`src/rtl/input_dispatch_if.sv`:
```
// Byte-stream handshake between the input FIFO read port, the dispatcher and the unit bank.
interface input_dispatch_if #(
    parameter int N_UNITS = 4
);
    logic [7:0]         fifo_dout;
    logic               fifo_empty;
    logic               fifo_rd_en;
    logic [N_UNITS-1:0] unit_ready;
    logic [N_UNITS-1:0] unit_full;
    logic [7:0]         unit_dout;
    logic [N_UNITS-1:0] unit_wr_en;
    logic [7:0]         unit_type;
    logic [N_UNITS-1:0] unit_start;

    modport master (
        input  fifo_dout, fifo_empty, unit_ready, unit_full,
        output fifo_rd_en, unit_dout, unit_wr_en, unit_type, unit_start
    );

    modport slave (
        output fifo_dout, fifo_empty, unit_ready, unit_full,
        input  fifo_rd_en, unit_dout, unit_wr_en, unit_type, unit_start
    );
endinterface

```
`src/rtl/input_dispatch.sv`:
```
// Parses a 4-byte header from the FWFT input FIFO, picks a ready unit round-robin
// and streams the payload into it with per-unit backpressure.
module input_dispatch #(
    parameter int         N_UNITS   = 4,
    parameter int         UNIT_BITS = 2,
    parameter logic [7:0] MAGIC     = 8'h5A
) (
    input  logic             clk,
    input  logic             rst_n,
    input_dispatch_if.master bus,
    output logic [15:0]      pkt_count,
    output logic             err,
    output logic             idle
);

    typedef enum logic [2:0] {
        S_IDLE, S_HDR_TYPE, S_HDR_LEN0, S_HDR_LEN1, S_ARB, S_PAYLOAD, S_ERROR
    } state_t;

    state_t               state_q, state_d;
    logic [7:0]           hdr_type_q, hdr_type_d;
    logic [15:0]          len_q, len_d;
    logic [7:0]           unit_type_q, unit_type_d;
    logic [UNIT_BITS-1:0] rr_ptr_q, rr_ptr_d;
    logic [UNIT_BITS-1:0] sel_q, sel_d;
    logic [15:0]          remaining_q, remaining_d;
    logic [15:0]          pkt_count_q, pkt_count_d;
    logic                 err_q, err_d;
    logic                 idle_q, idle_d;
    logic [N_UNITS-1:0]   start_q, start_d;

    logic                 rd_en;
    logic [N_UNITS-1:0]   wr_en;
    logic                 found;
    logic [UNIT_BITS-1:0] pick;

    // Round-robin search starting just after the last granted unit.
    always_comb begin
        logic [UNIT_BITS-1:0] cand;
        cand  = '0;
        found = 1'b0;
        pick  = '0;
        for (int i = 1; i <= N_UNITS; i++) begin
            cand = UNIT_BITS'((int'(rr_ptr_q) + i) % N_UNITS);
            if (!found && bus.unit_ready[cand]) begin
                found = 1'b1;
                pick  = cand;
            end
        end
    end

    // Reads are gated by rst_n so nothing is consumed while reset is held.
    always_comb begin
        rd_en = 1'b0;
        wr_en = '0;
        case (state_q)
            S_IDLE, S_HDR_TYPE, S_HDR_LEN0, S_HDR_LEN1: rd_en = !bus.fifo_empty;
            S_PAYLOAD: rd_en = !bus.fifo_empty && !bus.unit_full[sel_q];
            default:   rd_en = 1'b0;
        endcase
        rd_en = rd_en && rst_n;
        if (state_q == S_PAYLOAD && rd_en) begin
            wr_en[sel_q] = 1'b1;
        end
    end

    always_comb begin
        state_d     = state_q;
        hdr_type_d  = hdr_type_q;
        len_d       = len_q;
        unit_type_d = unit_type_q;
        rr_ptr_d    = rr_ptr_q;
        sel_d       = sel_q;
        remaining_d = remaining_q;
        pkt_count_d = pkt_count_q;
        start_d     = '0;
        case (state_q)
            S_IDLE: if (rd_en) begin
                state_d = (bus.fifo_dout == MAGIC) ? S_HDR_TYPE : S_ERROR;
            end
            S_HDR_TYPE: if (rd_en) begin
                hdr_type_d = bus.fifo_dout;
                state_d    = S_HDR_LEN0;
            end
            S_HDR_LEN0: if (rd_en) begin
                len_d[7:0] = bus.fifo_dout;
                state_d    = S_HDR_LEN1;
            end
            S_HDR_LEN1: if (rd_en) begin
                len_d[15:8] = bus.fifo_dout;
                state_d     = ({bus.fifo_dout, len_q[7:0]} == 16'd0) ? S_ERROR : S_ARB;
            end
            S_ARB: if (found) begin
                sel_d          = pick;
                rr_ptr_d       = pick;
                unit_type_d    = hdr_type_q;
                start_d[pick]  = 1'b1;
                remaining_d    = len_q;
                state_d        = S_PAYLOAD;
            end
            S_PAYLOAD: if (rd_en) begin
                remaining_d = remaining_q - 16'd1;
                if (remaining_q == 16'd1) begin
                    pkt_count_d = pkt_count_q + 16'd1;
                    state_d     = S_IDLE;
                end
            end
            default: state_d = S_ERROR;
        endcase
        err_d  = (state_d == S_ERROR);
        idle_d = (state_d == S_IDLE);
    end

    always_ff @(posedge clk or negedge rst_n) begin
        if (!rst_n) begin
            state_q     <= S_IDLE;
            hdr_type_q  <= '0;
            len_q       <= '0;
            unit_type_q <= '0;
            rr_ptr_q    <= UNIT_BITS'(N_UNITS - 1);
            sel_q       <= '0;
            remaining_q <= '0;
            pkt_count_q <= '0;
            err_q       <= 1'b0;
            idle_q      <= 1'b1;
            start_q     <= '0;
        end else begin
            state_q     <= state_d;
            hdr_type_q  <= hdr_type_d;
            len_q       <= len_d;
            unit_type_q <= unit_type_d;
            rr_ptr_q    <= rr_ptr_d;
            sel_q       <= sel_d;
            remaining_q <= remaining_d;
            pkt_count_q <= pkt_count_d;
            err_q       <= err_d;
            idle_q      <= idle_d;
            start_q     <= start_d;
        end
    end

    assign bus.fifo_rd_en = rd_en;
    assign bus.unit_wr_en = wr_en;
    assign bus.unit_dout  = bus.fifo_dout;
    assign bus.unit_type  = unit_type_q;
    assign bus.unit_start = start_q;
    assign pkt_count      = pkt_count_q;
    assign err            = err_q;
    assign idle           = idle_q;

endmodule

```
`src/flat_wrapper.sv`:
```
// flat-port wrapper written by rule: the top's interface ports become plain ports
module input_dispatch_flat 
#(
    parameter int         N_UNITS   = 4,
    parameter int         UNIT_BITS = 2,
    parameter logic [7:0] MAGIC     = 8'h5A
)
  (clk, rst_n, pkt_count, err, idle, bus_fifo_dout, bus_fifo_empty, bus_unit_ready, bus_unit_full, bus_fifo_rd_en, bus_unit_dout, bus_unit_wr_en, bus_unit_type, bus_unit_start);
  input_dispatch_if #(.N_UNITS(N_UNITS)) bus_i ();
  input  logic clk;
  input  logic rst_n;
  output logic [15:0] pkt_count;
  output logic err;
  output logic idle;
  input wire logic [$bits(bus_i.fifo_dout)-1:0] bus_fifo_dout;
  input wire logic [$bits(bus_i.fifo_empty)-1:0] bus_fifo_empty;
  input wire logic [$bits(bus_i.unit_ready)-1:0] bus_unit_ready;
  input wire logic [$bits(bus_i.unit_full)-1:0] bus_unit_full;
  output wire logic [$bits(bus_i.fifo_rd_en)-1:0] bus_fifo_rd_en;
  output wire logic [$bits(bus_i.unit_dout)-1:0] bus_unit_dout;
  output wire logic [$bits(bus_i.unit_wr_en)-1:0] bus_unit_wr_en;
  output wire logic [$bits(bus_i.unit_type)-1:0] bus_unit_type;
  output wire logic [$bits(bus_i.unit_start)-1:0] bus_unit_start;
  assign bus_i.fifo_dout = bus_fifo_dout;
  assign bus_i.fifo_empty = bus_fifo_empty;
  assign bus_i.unit_ready = bus_unit_ready;
  assign bus_i.unit_full = bus_unit_full;
  assign bus_fifo_rd_en = bus_i.fifo_rd_en;
  assign bus_unit_dout = bus_i.unit_dout;
  assign bus_unit_wr_en = bus_i.unit_wr_en;
  assign bus_unit_type = bus_i.unit_type;
  assign bus_unit_start = bus_i.unit_start;
  input_dispatch #(.N_UNITS(N_UNITS), .UNIT_BITS(UNIT_BITS), .MAGIC(MAGIC)) u_core (.clk(clk), .rst_n(rst_n), .bus(bus_i), .pkt_count(pkt_count), .err(err), .idle(idle));
endmodule
```
`config.mk`:
```
export PLATFORM = sky130hd
export DESIGN_NAME = input_dispatch_flat
export DESIGN_NICKNAME = d
export VERILOG_FILES = /design/src/rtl/input_dispatch_if.sv /design/src/rtl/input_dispatch.sv /design/src/flat_wrapper.sv
export SDC_FILE = /design/constraint.sdc
export NUM_CORES = 1
export LEC_CHECK = 0
export ABC_AREA = 0
export CORE_ASPECT_RATIO = 0.6
export CORE_MARGIN = 1.5
export CORE_UTILIZATION = 35
export DETAILED_ROUTE_END_ITERATION = 6
export PLACE_DENSITY = 0.68
export RECOVER_POWER = 25
export SYNTH_ARGS = -nofsm -noshare
export SYNTH_HDL_FRONTEND = slang
export SYNTH_SLANG_ARGS = --single-unit
```
`constraint.sdc`:
```
create_clock -name clk -period 6.5 [get_ports clk]
set_clock_uncertainty 0.1 [all_clocks]
set_input_delay 1.95 -clock clk [delete_from_list [all_inputs] [get_ports clk]]
set_output_delay 1.95 -clock clk [all_outputs]
set_load 0.02 [all_outputs]
```
==> flow_summary.ini, run 1 <==
[placement]
dp_worst_setup_slack_ns = 0.245
gp_routability_congestion = 0.844
portBuffers = 61
placedInstanceArea_um2 = 4490
dp_cells = 550
place.detailed.hpwl_mm = 6.44

[logic_synthesis]
synth.cell_area_um2 = 3820
synth_edf_count = 0
ys_seq_area_frac = 0.505
postSynthNetCount = 395
synth_simple_gate_area_frac = 0.204
share_of_cell_area_taken_by_muxes_after_synthesis = 0.0847
ys_ff_latch = 77
synth-xor-area-share = 0.0343
synth_top_family_by_area = simple AND/OR/NAND/NOR gates
synth_ff_type = dfrtp_1
synth.distinct_cells = 58
synth-compound-area-share = 0.119
synth_adder_area_share = 0.00981
yosysWarningCount = 0
cell_count_after_synthesis = 373
synth_async_sr_flop_share = 1.00
post_synth.cell_area_avg_um2 = 10.3

[pwr]
cellInternalPower_mw = 1.06
switching_power_mw = 0.605
combinationalPowerShare = 0.313
power.density_cell_area_nw_per_um2 = 350
peakVddDrop_mv = 0.149
power.total_mw = 1.66
power.static_leakage_nw = 2.04
power_frac_clock = 0.265
switching_share = 0.364
seq_power_share = 0.423

[die]
start_util = 0.361
fp.dieH_um = 84.0
floorplan.die.width_um = 138
io_pins = 62
core.rowCount = 29
placeableCoreArea_um2 = 10600
die-area_um2 = 11600

[critical_path]
worstPathCellList = clkdlybuf4s50_1 > or3b_2 > o2bb2a_1 > nor2_1 > and3_1 > clkdlybuf4s50_1
timing.critical_path.mode_cell = clkdlybuf4s50_1
cp-start-kind = input port
timing.critical_path.max_delay_family = buffers and inverters
critical_path.slowest_cell = clkdlybuf4s50_1
cp.required_ns = 4.45
critical_path.max_stage_delay_ns = 0.60
crit_fanout = 5
critPathBufInv = 2
timing.setup.critical_path_class = input port to primary output
crit_end_element = primary output
worst-endpoint-arrival_ns = 4.22

[sta]
setup_violations = 0
relative_max_transition_margin = -0.315
fmaxAchievable_ghz = 0.159
tightest_slew_ns = 1.97
hold-worst-slack_ns = 0.362
finalSetupTns_ns = 0
fin_crit_sh = 0.965
period_minus_slack_ns = 6.27
finalWorstSetupSlack_ns = 0.227
finalHoldViolations = 0
rsz0062_at_grt = no
number_of_slew_limit_violations_in_the_final_report = 80

[drt]
detailedRoute.firstIterationViolations = 177
firstDrtPassIters = 5
avgViaCountPerCell = 5.37
drc = 0
postRouteWirelength_mm = 8.99
detailroute.via_count = 3029
antenna_violating_nets_left = 0
routed_wire_length_per_instance_um = 15.9

[clock_network]
clock_latency_reported_for_the_late_side_of_the_worst_skew_pair_ns = 0.33
cts-root-to-sink-buffers = 2
htreeDepth = 3
cts_buffers = 9
tritoncts = built
ctsHoldBuffers = 0
clk_root_buffer_cell = clkbuf_16
cts_num_sinks = 77
clk_transition_reported_paths_ns = 0.06
post_cts_resized = 0
cts_post_setup_buffers_inserted = 0

[grt]
grt_antenna_before_repair = 0
grt_start_max_net_pins = 80
via_count_of_the_first_global_routing_pass = 2836
grt_pass1_wl_mm = 14.6
globalRouteTotalUtil = 0.163
grt_overflow = 0

[run_status]
failed_checks = max-capacitance violations, max-slew violations
outcome = finished, violations left

[run]
timing.max_cap.violations = 1

[final_layout]
multi_input_area_um2 = 1730
post_route_cells_drive_above_1_share = 0.139
final_cell_area_um2 = 4740
final.fill_count = 999
synthesis_to_finish_area_growth_pct = 23.8
ff_latch_area_um2 = 1930
stdcell_count = 564
postLayoutCoreUtil = 0.447
num-nets-final = 444
antenna_cells = 0

[min_path]
hp-class = flip-flop to flip-flop
path summary, 6_finish.rpt:
check / start / to / slack (ns) / depth (start not counted)
setup / recovery: bus_fifo_empty / bus_unit_wr_en[3] / 0.23 / 6
hold / removal: u_core.hdr_type_q[7] / u_core.bus.unit_type[7] / 0.36 / 2
setup reg to reg: u_core.state_q[0] / u_core.pkt_count[1] / 3.88 / 4
hold reg to reg: u_core.hdr_type_q[7] / u_core.bus.unit_type[7] / 0.36 / 2
max in group asynchronous: rst_n / u_core.len_q[10] / 2.85 / 2
min in group asynchronous: rst_n / u_core.bus.unit_start[0] / 2.27 / 2
routing by layer:
| layer | vias up | track usage | part of all wire | wire (um) |
|---|---|---|---|---|
| met1 | 1485 | 0.255 | 0.53 | 4800 |
| met3 | 15 | 0.0455 | 0.060 | 538 |
| met5 | - | 0 | 0 | 0 |
| li1 | 1436 | - | - | - |
| met4 | 0 | 0.0511 | 0.014 | 123 |
| met2 | 93 | 0.211 | 0.39 | 3520 |
cells in the final DEF, fill, tap and decap left out, types with 3 or more instances in the layout:
cell,synthesis,final
dfrtp_1,74,74
a21oi_1,20,20
and3_1,6,6
clkbuf_16,0,9
o21ai_0,23,23
and2_1,3,3
inv_1,6,6
or4_1,3,3
clkdlybuf4s50_1,0,60
nand2_1,44,44
xnor2_1,8,8
a21o_1,4,4
nand4_1,14,14
o2bb2ai_1,3,3
ha_1,3,3
nor3_1,13,13
xor2_1,7,7
nor4_1,6,6
nand3_1,6,6
nand2b_1,3,3
a22oi_1,4,4
dfstp_2,3,3
clkinv_2,0,3
nor3b_1,3,3
mux2_2,27,27
or3_1,3,3
nor2_1,23,23
power by group through the flow:
| stage | registers [mW] | logic (mW) | clock network, mW |
|---|---|---|---|
| finish | 0.701 | 0.519 | 0.440 |
| global route | 0.719 | 0.577 | 0.473 |
| CTS | 0.699 | 0.520 | 0.452 |
| detailed placement | 0.706 | 0.517 | 0 |
| global placement | 0.698 | 0.504 | 0 |
| floorplan | 0.691 | 0.363 | 0 |
worst min-delay path: stages (launching register included):
cell and delay, ns:
dfrtp_1 0.34, nand2_1 0.05, nand2_1 0.05
registers in the layout, indices dropped and copies added (netlist names):
signal,flops
u_core.idle,1
u_core.len_q,16
u_core.err,1
u_core.pkt_count,16
u_core.bus.unit_start,4
u_core.hdr_type_q,8
u_core.rr_ptr_q,2
u_core.bus.unit_type,8
u_core.remaining_q,16
u_core.state_q,3
u_core.sel_q,2
cell families (layout without fill, tap and decap cells):
logic type | Yosys count | count (layout)
AND/OR/NAND/NOR | 145 | 145
flip-flops | 77 | 77
AO/OA/AOI/OAI | 72 | 72
buffers and inverters | 32 | 84
multiplexers | 29 | 29
XOR/XNOR | 15 | 15
adder cells (fa/ha/maj) | 3 | 3
cell type report:
cell class | count | area share
clock inverters | 5 | 0.00634
well taps | 139 | 0.0367
inverters | 6 | 0.00475
clock buffers | 9 | 0.0475
multi-input cells | 264 | 0.365
repair buffers | 64 | 0.132
flip-flops and latches | 77 | 0.408
synth_stat cells (all sizes together), types with 4 or more instances:
| cell | count | share of area |
|---|---|---|
| and3 | 6 | 0.0098 |
| a21o | 4 | 0.0079 |
| dfrtp | 74 | 0.48 |
| nand2 | 44 | 0.043 |
| a22oi | 4 | 0.0079 |
| xnor2 | 8 | 0.018 |
| nor3 | 14 | 0.020 |
| mux2 | 27 | 0.079 |
| or4 | 4 | 0.0088 |
| nor4 | 8 | 0.019 |
| o21ai | 24 | 0.032 |
| buf | 11 | 0.022 |
| inv | 6 | 0.0059 |
| nor2 | 23 | 0.023 |
| clkbuf | 15 | 0.015 |
| o2bb2ai | 4 | 0.011 |
| nand3 | 6 | 0.0079 |
| nand4 | 14 | 0.023 |
| a21oi | 21 | 0.028 |
| xor2 | 7 | 0.016 |
Note: power is estimated with default switching activity, not from simulation.
==> inputs of run 2 (changes only) <==
--- a/config.mk
+++ b/config.mk
@@ -10,8 +10,9 @@
 export CORE_MARGIN = 1.5
 export CORE_UTILIZATION = 35
 export DETAILED_ROUTE_END_ITERATION = 6
-export PLACE_DENSITY = 0.68
+export PLACE_DENSITY_LB_ADDON = 0.1
 export RECOVER_POWER = 25
+export SETUP_SLACK_MARGIN = 0.3
 export SYNTH_ARGS = -nofsm -noshare
 export SYNTH_HDL_FRONTEND = slang
 export SYNTH_SLANG_ARGS = --single-unit
==> flow_summary.ini, run 2 (synthesis results as in run 1) <==
[grt]
globalRouteTotalUtil = 0.172
via_count_of_the_first_global_routing_pass = 2838
grt_start_max_net_pins = 58
grt_pass1_wl_mm = 15.1
grt_overflow = 0
grt_antenna_before_repair = 0

[die]
die-area_um2 = 11600
core.rowCount = 29
placeableCoreArea_um2 = 10600
fp.dieH_um = 84.0
start_util = 0.361
floorplan.die.width_um = 138
io_pins = 62

[final_layout]
layout_common_cells = dfrtp_1 (74), clkdlybuf4s50_1 (57), nand2_1 (44)
mostFrequentLayoutCell = dfrtp_1
synthesis_to_finish_area_growth_pct = 26.2
post_route_cells_drive_above_1_share = 0.145
ff_latch_area_um2 = 1930
final.fill_count = 1030
num-nets-final = 445
antenna_cells = 0
multi_input_area_um2 = 1730

[sta]
finalSetupTns_ns = 0
fmaxAchievable_ghz = 0.165
rsz0062_at_grt = no
fin_crit_sh = 0.934
period_minus_slack_ns = 6.07
number_of_slew_limit_violations_in_the_final_report = 0
setup_violations = 0
hold-worst-slack_ns = 0.364
tightest_slew_ns = 0.819
finalHoldViolations = 0
relative_max_transition_margin = 0.454

[placement]
place.detailed.hpwl_mm = 6.62
gp_routability_congestion = 0.780
portBuffers = 61

[min_path]
hp-class = flip-flop to flip-flop

[drt]
wl_met1_mm = 4.83
routed_wire_length_per_instance_um = 16.1
postRouteWirelength_mm = 9.15
detailedRoute.firstIterationViolations = 140
drc = 0
antenna_violating_nets_left = 0
firstDrtPassIters = 4
wl_met2_mm = 3.63
detailroute.via_count = 3072
topRoutingLayerUsed = met4
avgViaCountPerCell = 5.42
wl_met3_um = 616

[critical_path]
timing.setup.critical_path_class = input port to primary output
crit_fanout = 5
crit_end_element = primary output
cp.required_ns = 4.45
cp-start-kind = input port
worst-endpoint-arrival_ns = 4.02

[pwr]
power.static_leakage_nw = 2.11
peakVddDrop_mv = 0.180
power.density_cell_area_nw_per_um2 = 368

[clock_network]
cts_post_setup_buffers_inserted = 0
clock_latency_reported_for_the_late_side_of_the_worst_skew_pair_ns = 0.34
ctsHoldBuffers = 0
htreeDepth = 3
clk_root_buffer_cell = clkbuf_16
cts_buffers = 9
tritoncts = built
clk_transition_reported_paths_ns = 0.06
cts_num_sinks = 77
cts-root-to-sink-buffers = 2

[run_status]
outcome = finished clean

[run]
timing.max_cap.violations = 0
[run 2: path summary, 6_finish.rpt]
| check | to | slack, ns | start | cells after the start |
|---|---|---|---|---|
| min in group asynchronous | u_core.bus.unit_start[0] | 1.57 | rst_n | 2 |
| max reg2reg | u_core.pkt_count[1] | 3.81 | u_core.state_q[0] | 4 |
| min reg2reg | u_core.bus.unit_type[6] | 0.36 | u_core.hdr_type_q[6] | 2 |
| max | bus_unit_wr_en[0] | 0.43 | bus_fifo_empty | 6 |
| max in group asynchronous | u_core.pkt_count[9] | 3.69 | rst_n | 3 |
| min | u_core.bus.unit_type[6] | 0.36 | u_core.hdr_type_q[6] | 2 |
[run 2: area by class of cell]
type,instances,area share
timing repair buffer,65,0.131
tap,139,0.0360
sequential,77,0.400
multi-input combinational,264,0.358
clock inverter,5,0.0171
clock buffer,11,0.0524
inverter,6,0.00467
[run 2: what timing repair did]
item | CTS | global route
resized for setup | 2 | 1
endpoints found under the setup margin | 2 | 1
cloned | 0 | 0
[run 2: metal layers]
metal  up-vias  GRT usage
li1       1448          -
met1      1532      0.270
met2        85      0.219
met3         7     0.0589
met4         0     0.0464
met5         -          0
[run 2: critical path: stages]
cell and delay [ns]:
clkdlybuf4s50_1 0.47, or3b_2 0.49, o2bb2ai_2 0.15, nand2_1 0.10, nor3_1 0.22, clkdlybuf4s50_1 0.64
[run 2: where the power goes]
group	switching (mW)	internal, mW	total, mW
Combinational	0.305	0.218	0.523
Sequential	0.110	0.586	0.696
Clock	0.200	0.357	0.557
[run 2: stage by stage]
step                      utilization  total power, mW  cell area [um^2]  std cells  setup slack, ns
after global routing            0.456             1.89              4830        567            0.310
after global placement          0.424             1.22              4500        551            0.273
after floorplan                     -             1.05              3820        373             1.18
after detailed placement        0.424             1.22              4500        551            0.232
after CTS                       0.456             1.79              4830        567            0.390
final                           0.456             1.78              4830        567            0.428
